### src/rtl/ped_xing_pkg.sv
// Purpose: shared light encodings and crossing FSM states for the pedestrian unit.
// Latency: n/a (types, constants and a pure function only).
// Backpressure: n/a.
package ped_xing_pkg;

    // Lamp encodings on the light controller's one-hot lights bus.
    localparam logic [2:0] RED    = 3'b001;
    localparam logic [2:0] YELLOW = 3'b010;
    localparam logic [2:0] GREEN  = 3'b100;

    typedef enum logic [2:0] {
        IDLE,
        REQUEST,
        WALK,
        CLEAR,
        FAULT
    } xing_state_t;

    // Exactly one of the three legal lamp codes; zero or multi-hot is illegal.
    function automatic logic lights_legal(input logic [2:0] l);
        return (l == RED) || (l == YELLOW) || (l == GREEN);
    endfunction

endpackage

### src/rtl/button_debouncer.sv
// Purpose: synchronise and debounce the raw push-button, emit a one-cycle press pulse.
// Latency: db follows a held level change 1+DEBOUNCE_CYCLES edges after first sample.
// Backpressure: none; free-running, press is a single-cycle pulse.
//
// Ports: clk, reset (async, active-high), button_raw (async, bouncy),
//        db (debounced level), press (db rising edge, one cycle).
module button_debouncer #(
    parameter int DEBOUNCE_CYCLES = 4
) (
    input  logic clk,
    input  logic reset,
    input  logic button_raw,
    output logic db,
    output logic press
);

    localparam int CW = (DEBOUNCE_CYCLES > 1) ? $clog2(DEBOUNCE_CYCLES) : 1;
    localparam logic [CW-1:0] CNT_LAST = CW'(DEBOUNCE_CYCLES - 1);

    logic          s1;
    logic          s2;
    logic          db_prev;
    logic [CW-1:0] cnt;

    always_ff @(posedge clk or posedge reset) begin
        if (reset) begin
            s1      <= 1'b0;
            s2      <= 1'b0;
            db      <= 1'b0;
            db_prev <= 1'b0;
            cnt     <= '0;
        end else begin
            s1      <= button_raw;
            s2      <= s1;
            db_prev <= db;
            if (s2 != db) begin
                // The DEBOUNCE_CYCLES-th consecutive differing edge commits the level.
                if (cnt == CNT_LAST) begin
                    db  <= s2;
                    cnt <= '0;
                end else begin
                    cnt <= cnt + CW'(1);
                end
            end else begin
                cnt <= '0;
            end
        end
    end

    assign press = db & ~db_prev;

endmodule

### src/rtl/ped_crossing_unit.sv
// Purpose: pedestrian crossing sequencer beside the traffic light controller.
// Latency: request 2+DEBOUNCE_CYCLES edges after press; WALK on 2nd consecutive RED.
// Backpressure: none; presses during WALK/CLEAR are queued once, presses in FAULT dropped.
//
// Ports: clk, reset (async, active-high), button_raw (async), lights[2:0] (one-hot),
//        pedestrian_button, walk, dont_walk, countdown[CNT_W-1:0], fault (sticky).
module ped_crossing_unit
    import ped_xing_pkg::*;
#(
    parameter int DEBOUNCE_CYCLES = 4,
    parameter int WALK_CYCLES     = 8,   // must be <= 2**CNT_W
    parameter int FLASH_CYCLES    = 6,   // must be <= 2**CNT_W
    parameter int CNT_W           = 4
) (
    input  logic             clk,
    input  logic             reset,
    input  logic             button_raw,
    input  logic [2:0]       lights,
    output logic             pedestrian_button,
    output logic             walk,
    output logic             dont_walk,
    output logic [CNT_W-1:0] countdown,
    output logic             fault
);

    localparam logic [CNT_W-1:0] WALK_LOAD  = CNT_W'(WALK_CYCLES - 1);
    localparam logic [CNT_W-1:0] FLASH_LOAD = CNT_W'(FLASH_CYCLES - 1);

    xing_state_t      state;
    logic [CNT_W-1:0] timer;
    logic [1:0]       red_cnt;
    logic [1:0]       red_cnt_inc;
    logic             pending;
    logic             flash_on;
    logic             btn_db;
    logic             btn_press;
    logic             press_evt;

    button_debouncer #(
        .DEBOUNCE_CYCLES (DEBOUNCE_CYCLES)
    ) u_debouncer (
        .clk        (clk),
        .reset      (reset),
        .button_raw (button_raw),
        .db         (btn_db),
        .press      (btn_press)
    );

    // A press is only honoured while the debounced level is actually high.
    assign press_evt = btn_press & btn_db;

    // Consecutive-RED counter, saturating at 2.
    assign red_cnt_inc = (red_cnt == 2'd2) ? 2'd2 : red_cnt + 2'd1;

    always_ff @(posedge clk or posedge reset) begin
        if (reset) begin
            state    <= IDLE;
            timer    <= '0;
            red_cnt  <= '0;
            pending  <= 1'b0;
            flash_on <= 1'b0;
        end else if (state != FAULT && !lights_legal(lights)) begin
            // Illegal lamp code wins over everything; a coincident press is dropped.
            state <= FAULT;
        end else begin
            case (state)
                IDLE: begin
                    if (press_evt || pending) begin
                        state   <= REQUEST;
                        pending <= 1'b0;
                        red_cnt <= '0;
                    end
                end
                REQUEST: begin
                    if (lights == RED) begin
                        red_cnt <= red_cnt_inc;
                        if (red_cnt_inc == 2'd2) begin
                            state <= WALK;
                            timer <= WALK_LOAD;
                        end
                    end else begin
                        red_cnt <= '0;
                    end
                end
                WALK: begin
                    if (lights == GREEN) begin
                        state <= FAULT;
                    end else begin
                        if (press_evt) begin
                            pending <= 1'b1;
                        end
                        if (timer == '0) begin
                            state    <= CLEAR;
                            timer    <= FLASH_LOAD;
                            flash_on <= 1'b1;
                        end else begin
                            timer <= timer - CNT_W'(1);
                        end
                    end
                end
                CLEAR: begin
                    flash_on <= ~flash_on;
                    if (press_evt) begin
                        pending <= 1'b1;
                    end
                    if (timer == '0) begin
                        state <= IDLE;
                    end else begin
                        timer <= timer - CNT_W'(1);
                    end
                end
                FAULT: begin
                    state <= FAULT;
                end
                default: begin
                    state <= FAULT;
                end
            endcase
        end
    end

    // Outputs decode purely from registered state, timer and flash bit.
    assign pedestrian_button = (state == REQUEST);
    assign walk              = (state == WALK);
    assign dont_walk         = (state == CLEAR) ? flash_on : (state != WALK);
    assign countdown         = (state == WALK || state == CLEAR) ? timer : '0;
    assign fault             = (state == FAULT);

endmodule

### config.mk
export PLATFORM = sky130hd
export DESIGN_NAME = ped_crossing_unit
export DESIGN_NICKNAME = d
export VERILOG_FILES = /design/src/rtl/ped_xing_pkg.sv /design/src/rtl/button_debouncer.sv /design/src/rtl/ped_crossing_unit.sv
export SDC_FILE = /design/constraint.sdc
export NUM_CORES = 1
export LEC_CHECK = 0
export BUFFER_PORTS_ARGS = -buffer_cell sky130_fd_sc_hd__clkbuf_2
export CORE_ASPECT_RATIO = 0.75
export CORE_MARGIN = 2
export CORE_UTILIZATION = 40
export CTS_BUF_LIST = sky130_fd_sc_hd__clkbuf_8
export DETAILED_ROUTE_END_ITERATION = 8
export GPL_TIMING_DRIVEN = 0
export PLACE_DENSITY = 0.59
export SYNTH_ARGS = -nofsm -noshare
export SYNTH_HDL_FRONTEND = slang
export SYNTH_SLANG_ARGS = --single-unit
### constraint.sdc
create_clock -name clk -period 2.6 [get_ports clk]
set_input_delay 0.65 -clock clk [delete_from_list [all_inputs] [get_ports clk]]
set_output_delay 0.65 -clock clk [all_outputs]
set_load 0.03 [all_outputs]
==> results_dict.tcl <==
set metrics [dict create \
    grt_overflow_total 0 \
    pre_cts_ws_ns 0.364 \
    hold_start "u_debouncer.s1$_DFF_PP0_" \
    critical_path.max_fanout 10 \
    holdPathEnd "u_debouncer.s2$_DFF_PP0_" \
    sort_of_element_at_the_end_of_the_critical_path "output port" \
    avgViaCountPerCell 5.11 \
    floorplan.core_area_um2 2310 \
    grt_setup_unrepaired "false" \
    drive_above_1_share_pct 28.8 \
    dpl.hpwl_um 1460 \
    layout_area_overhead_pct 15.4 \
    cts_sinks 17 \
    mostFrequentLayoutCell "sky130_fd_sc_hd__dfrtp_1" \
    fp.dieW_um 61.3 \
    ys_ff_latch 17 \
    wire_per_inst_um 13.8 \
    first_iter_violations 25 \
    average_cell_area_after_synthesis_um2 10.4 \
    seq_area_frac_synth_pct 43.2 \
    postPlaceCellArea_um2 1090 \
    floorplan.die_area_um2 2880 \
    fin_worst_skew_ns 0.00787 \
    drv.max_cap_violation_count 0 \
    start_util_pct 42.7 \
    fin_crit_ns 2.41 \
    status "completed" \
    yosysTopAreaCell "sky130_fd_sc_hd__dfrtp_1" \
    timing.reg2reg.setup_slack_ns 0.65 \
    syn_nets 104 \
    hold_class "reg -> reg" \
    antenna_found_initial 0 \
    fillerInstances 227 \
    cts_tree "done" \
    startpoint_type "flip-flop" \
    timing_worst_slew_pin_value_ns 0.677 \
    synth-main-ff-cell "sky130_fd_sc_hd__dfrtp_1" \
    synth.area.top_cells "sky130_fd_sc_hd__dfrtp_1, sky130_fd_sc_hd__a31oi_1, sky130_fd_sc_hd__ha_1" \
    dp_cells 141 \
    synthesis.instances 95 \
    vias_in_the_first_global_route 669 \
    first_pass_grt_wire_length_um 3140 \
    cp_cell_sequence "clkbuf_1 -> nor2b_2 -> and2_1 -> clkbuf_2" \
    yosysTopAreaCellShare_pct 43.2 \
    placement.io_buffers 12 \
    worst_r2r_endpoint "timer[1]$_DFFE_PP0P_" \
    power_per_cell_area_nw_per_um2 527 \
    tns_ns 0 \
    count_of_nets_left_with_antenna_violations_after_detail_routing 0 \
    maxSlewViolCount 0 \
    fin_ws_ns 0.190 \
    finalHoldWorstSlack_ns 0.351 \
    yosysWarnings 0 \
    htree_num_levels 1 \
    grt_usage_pct 15.3 \
    clock_path_buffers 2 \
    critical-path-max-stage-delay_ns 0.39 \
    cts.clk_slew.worst_paths_ns 0.06 \
    critical-path-slowest-cell "sky130_fd_sc_hd__nor2b_2" \
    cts_hold_buf 0 \
    total_leakage_power_nw 0.525 \
    number_of_unique_standard_cell_types_used_by_synthesis 41 \
    cell_area_after_synthesis_um2 985 \
    maxClockFrequency_mhz 415 \
    cts-root-buf "sky130_fd_sc_hd__clkbuf_8" \
    post-route-cell-area_um2 1140 \
    timing.critical_path.required_ns 1.95 \
    drt-pass1-iter-count 4 \
    r2r-start "red_cnt[0]$_DFFE_PP0P_" \
    worst-r2r-cell-count 7 \
    setup-violations-final 0 \
    final_net_count 121 \
    grt_max_degree 18 \
    stdcell_count 145 \
    via_count 741 \
    die_y_um 47.0 \
    critPathKind "reg -> out" \
    tritoncts.num_buffers 3 \
    vdd_drop_max_uv 294 \
    period_share_pct 92.7 \
    detail_route.wirelength_um 1990 \
    layout.core_utilization_pct 49.2 \
    finalWeightedCongestion 0.787 \
    totalPowerFinal_uw 598 \
    layout_common_cells "sky130_fd_sc_hd__dfrtp_1, sky130_fd_sc_hd__clkbuf_2, sky130_fd_sc_hd__inv_1, sky130_fd_sc_hd__a31oi_1, sky130_fd_sc_hd__nor2_1" \
    data_arrival_time_at_the_worst_slack_endpoint_ns 1.76 \
    boundaryPins 14 \
    relative_slew_margins_pct 54.8 \
    asyncSetResetFlopFracSynth_pct 100 \
    finalHoldViolations 0 \
    min_delay_path_depth 0 \
    drc 0 \
    placement_rows 15 \
    synth_enable_flop_cells 0 \
    clk-insertion-delay-late_ns 0.26 \
    antenna_cells_inserted 0 \
]
synthesized netlist by cell type (3+ instances only):
library cell / instances
sky130_fd_sc_hd__inv_1: 9
sky130_fd_sc_hd__nor2b_1: 3
sky130_fd_sc_hd__nor2_1: 6
sky130_fd_sc_hd__nor3_1: 4
sky130_fd_sc_hd__dfrtp_1: 17
sky130_fd_sc_hd__a21o_1: 3
sky130_fd_sc_hd__ha_1: 3
sky130_fd_sc_hd__a31oi_1: 7
sky130_fd_sc_hd__nand2b_1: 3
sky130_fd_sc_hd__nand2_1: 3
where the power goes:
group          leakage (nW)  internal [mW]  switching, mW  total (mW)
combinational         0.283         0.0409         0.0431      0.0840
clock                0.0255          0.107         0.0965       0.203
sequential            0.216          0.294         0.0172       0.311
layer usage:
metal	vias up	share of wire [%]	track usage, %
met5	-	0	0
met4	0	0	4.35
met3	0	4.0	6.06
met2	12	39	20.2
met1	351	57	23.0
li1	378	-	-
area by class of cell:
cell class | instances | area, um2 | area share [%]
Sequential cell | 17 | 425 | 37.4
Tap cell | 34 | 42.5 | 3.74
Clock buffer | 3 | 41.3 | 3.63
Buffer | 5 | 36.3 | 3.19
Multi-Input combinational cell | 63 | 488 | 43.0
Inverter | 10 | 37.5 | 3.30
Clock inverter | 1 | 5.00 | 0.441
Timing Repair Buffer | 12 | 60.1 | 5.29
sequential cells by signal (all words and copies together), names as in the netlist, 2 cells and up:
signal and cells:
red_cnt 2, state 3, timer 4, u_debouncer.cnt 2
what timing repair did:
action | 4_1_cts | 5_1_grt
setup buffers | 0 | 0
resized for setup | 0 | 1
setup endpoints to repair | 0 | 2
logic make-up after synthesis:
family	Yosys count	share of synthesized area (%)
AND/OR/NAND/NOR	29	17.5
AO/OA/AOI/OAI	26	21.7
flip-flops	17	43.2
buffers and inverters	15	7.50
multiplexers	3	3.68
adder cells (fa/ha/maj)	3	3.81
XOR/XNOR	2	2.54
worst max path at each step:
stage / startpoint / to / slack, ns
after floorplan: lights[2] / timer[1]$_DFFE_PP0P_ / 0.62
after global placement: state[1]$_DFFE_PP0P_ / countdown[2] / 0.38
after global routing: state[1]$_DFFE_PP0P_ / countdown[2] / 0.07
after detailed placement: state[1]$_DFFE_PP0P_ / countdown[2] / 0.36
final: state[1]$_DFFE_PP0P_ / countdown[2] / 0.19
after CTS: state[1]$_DFFE_PP0P_ / countdown[2] / 0.08
worst max-delay path: cells and delay by family, from the launching register on:
family | cells | cell delay [ns]
simple gates | 2 | 0.58
flops | 1 | 0.37
buf+inv | 2 | 0.55
Note: power is estimated with default switching activity, not from simulation.
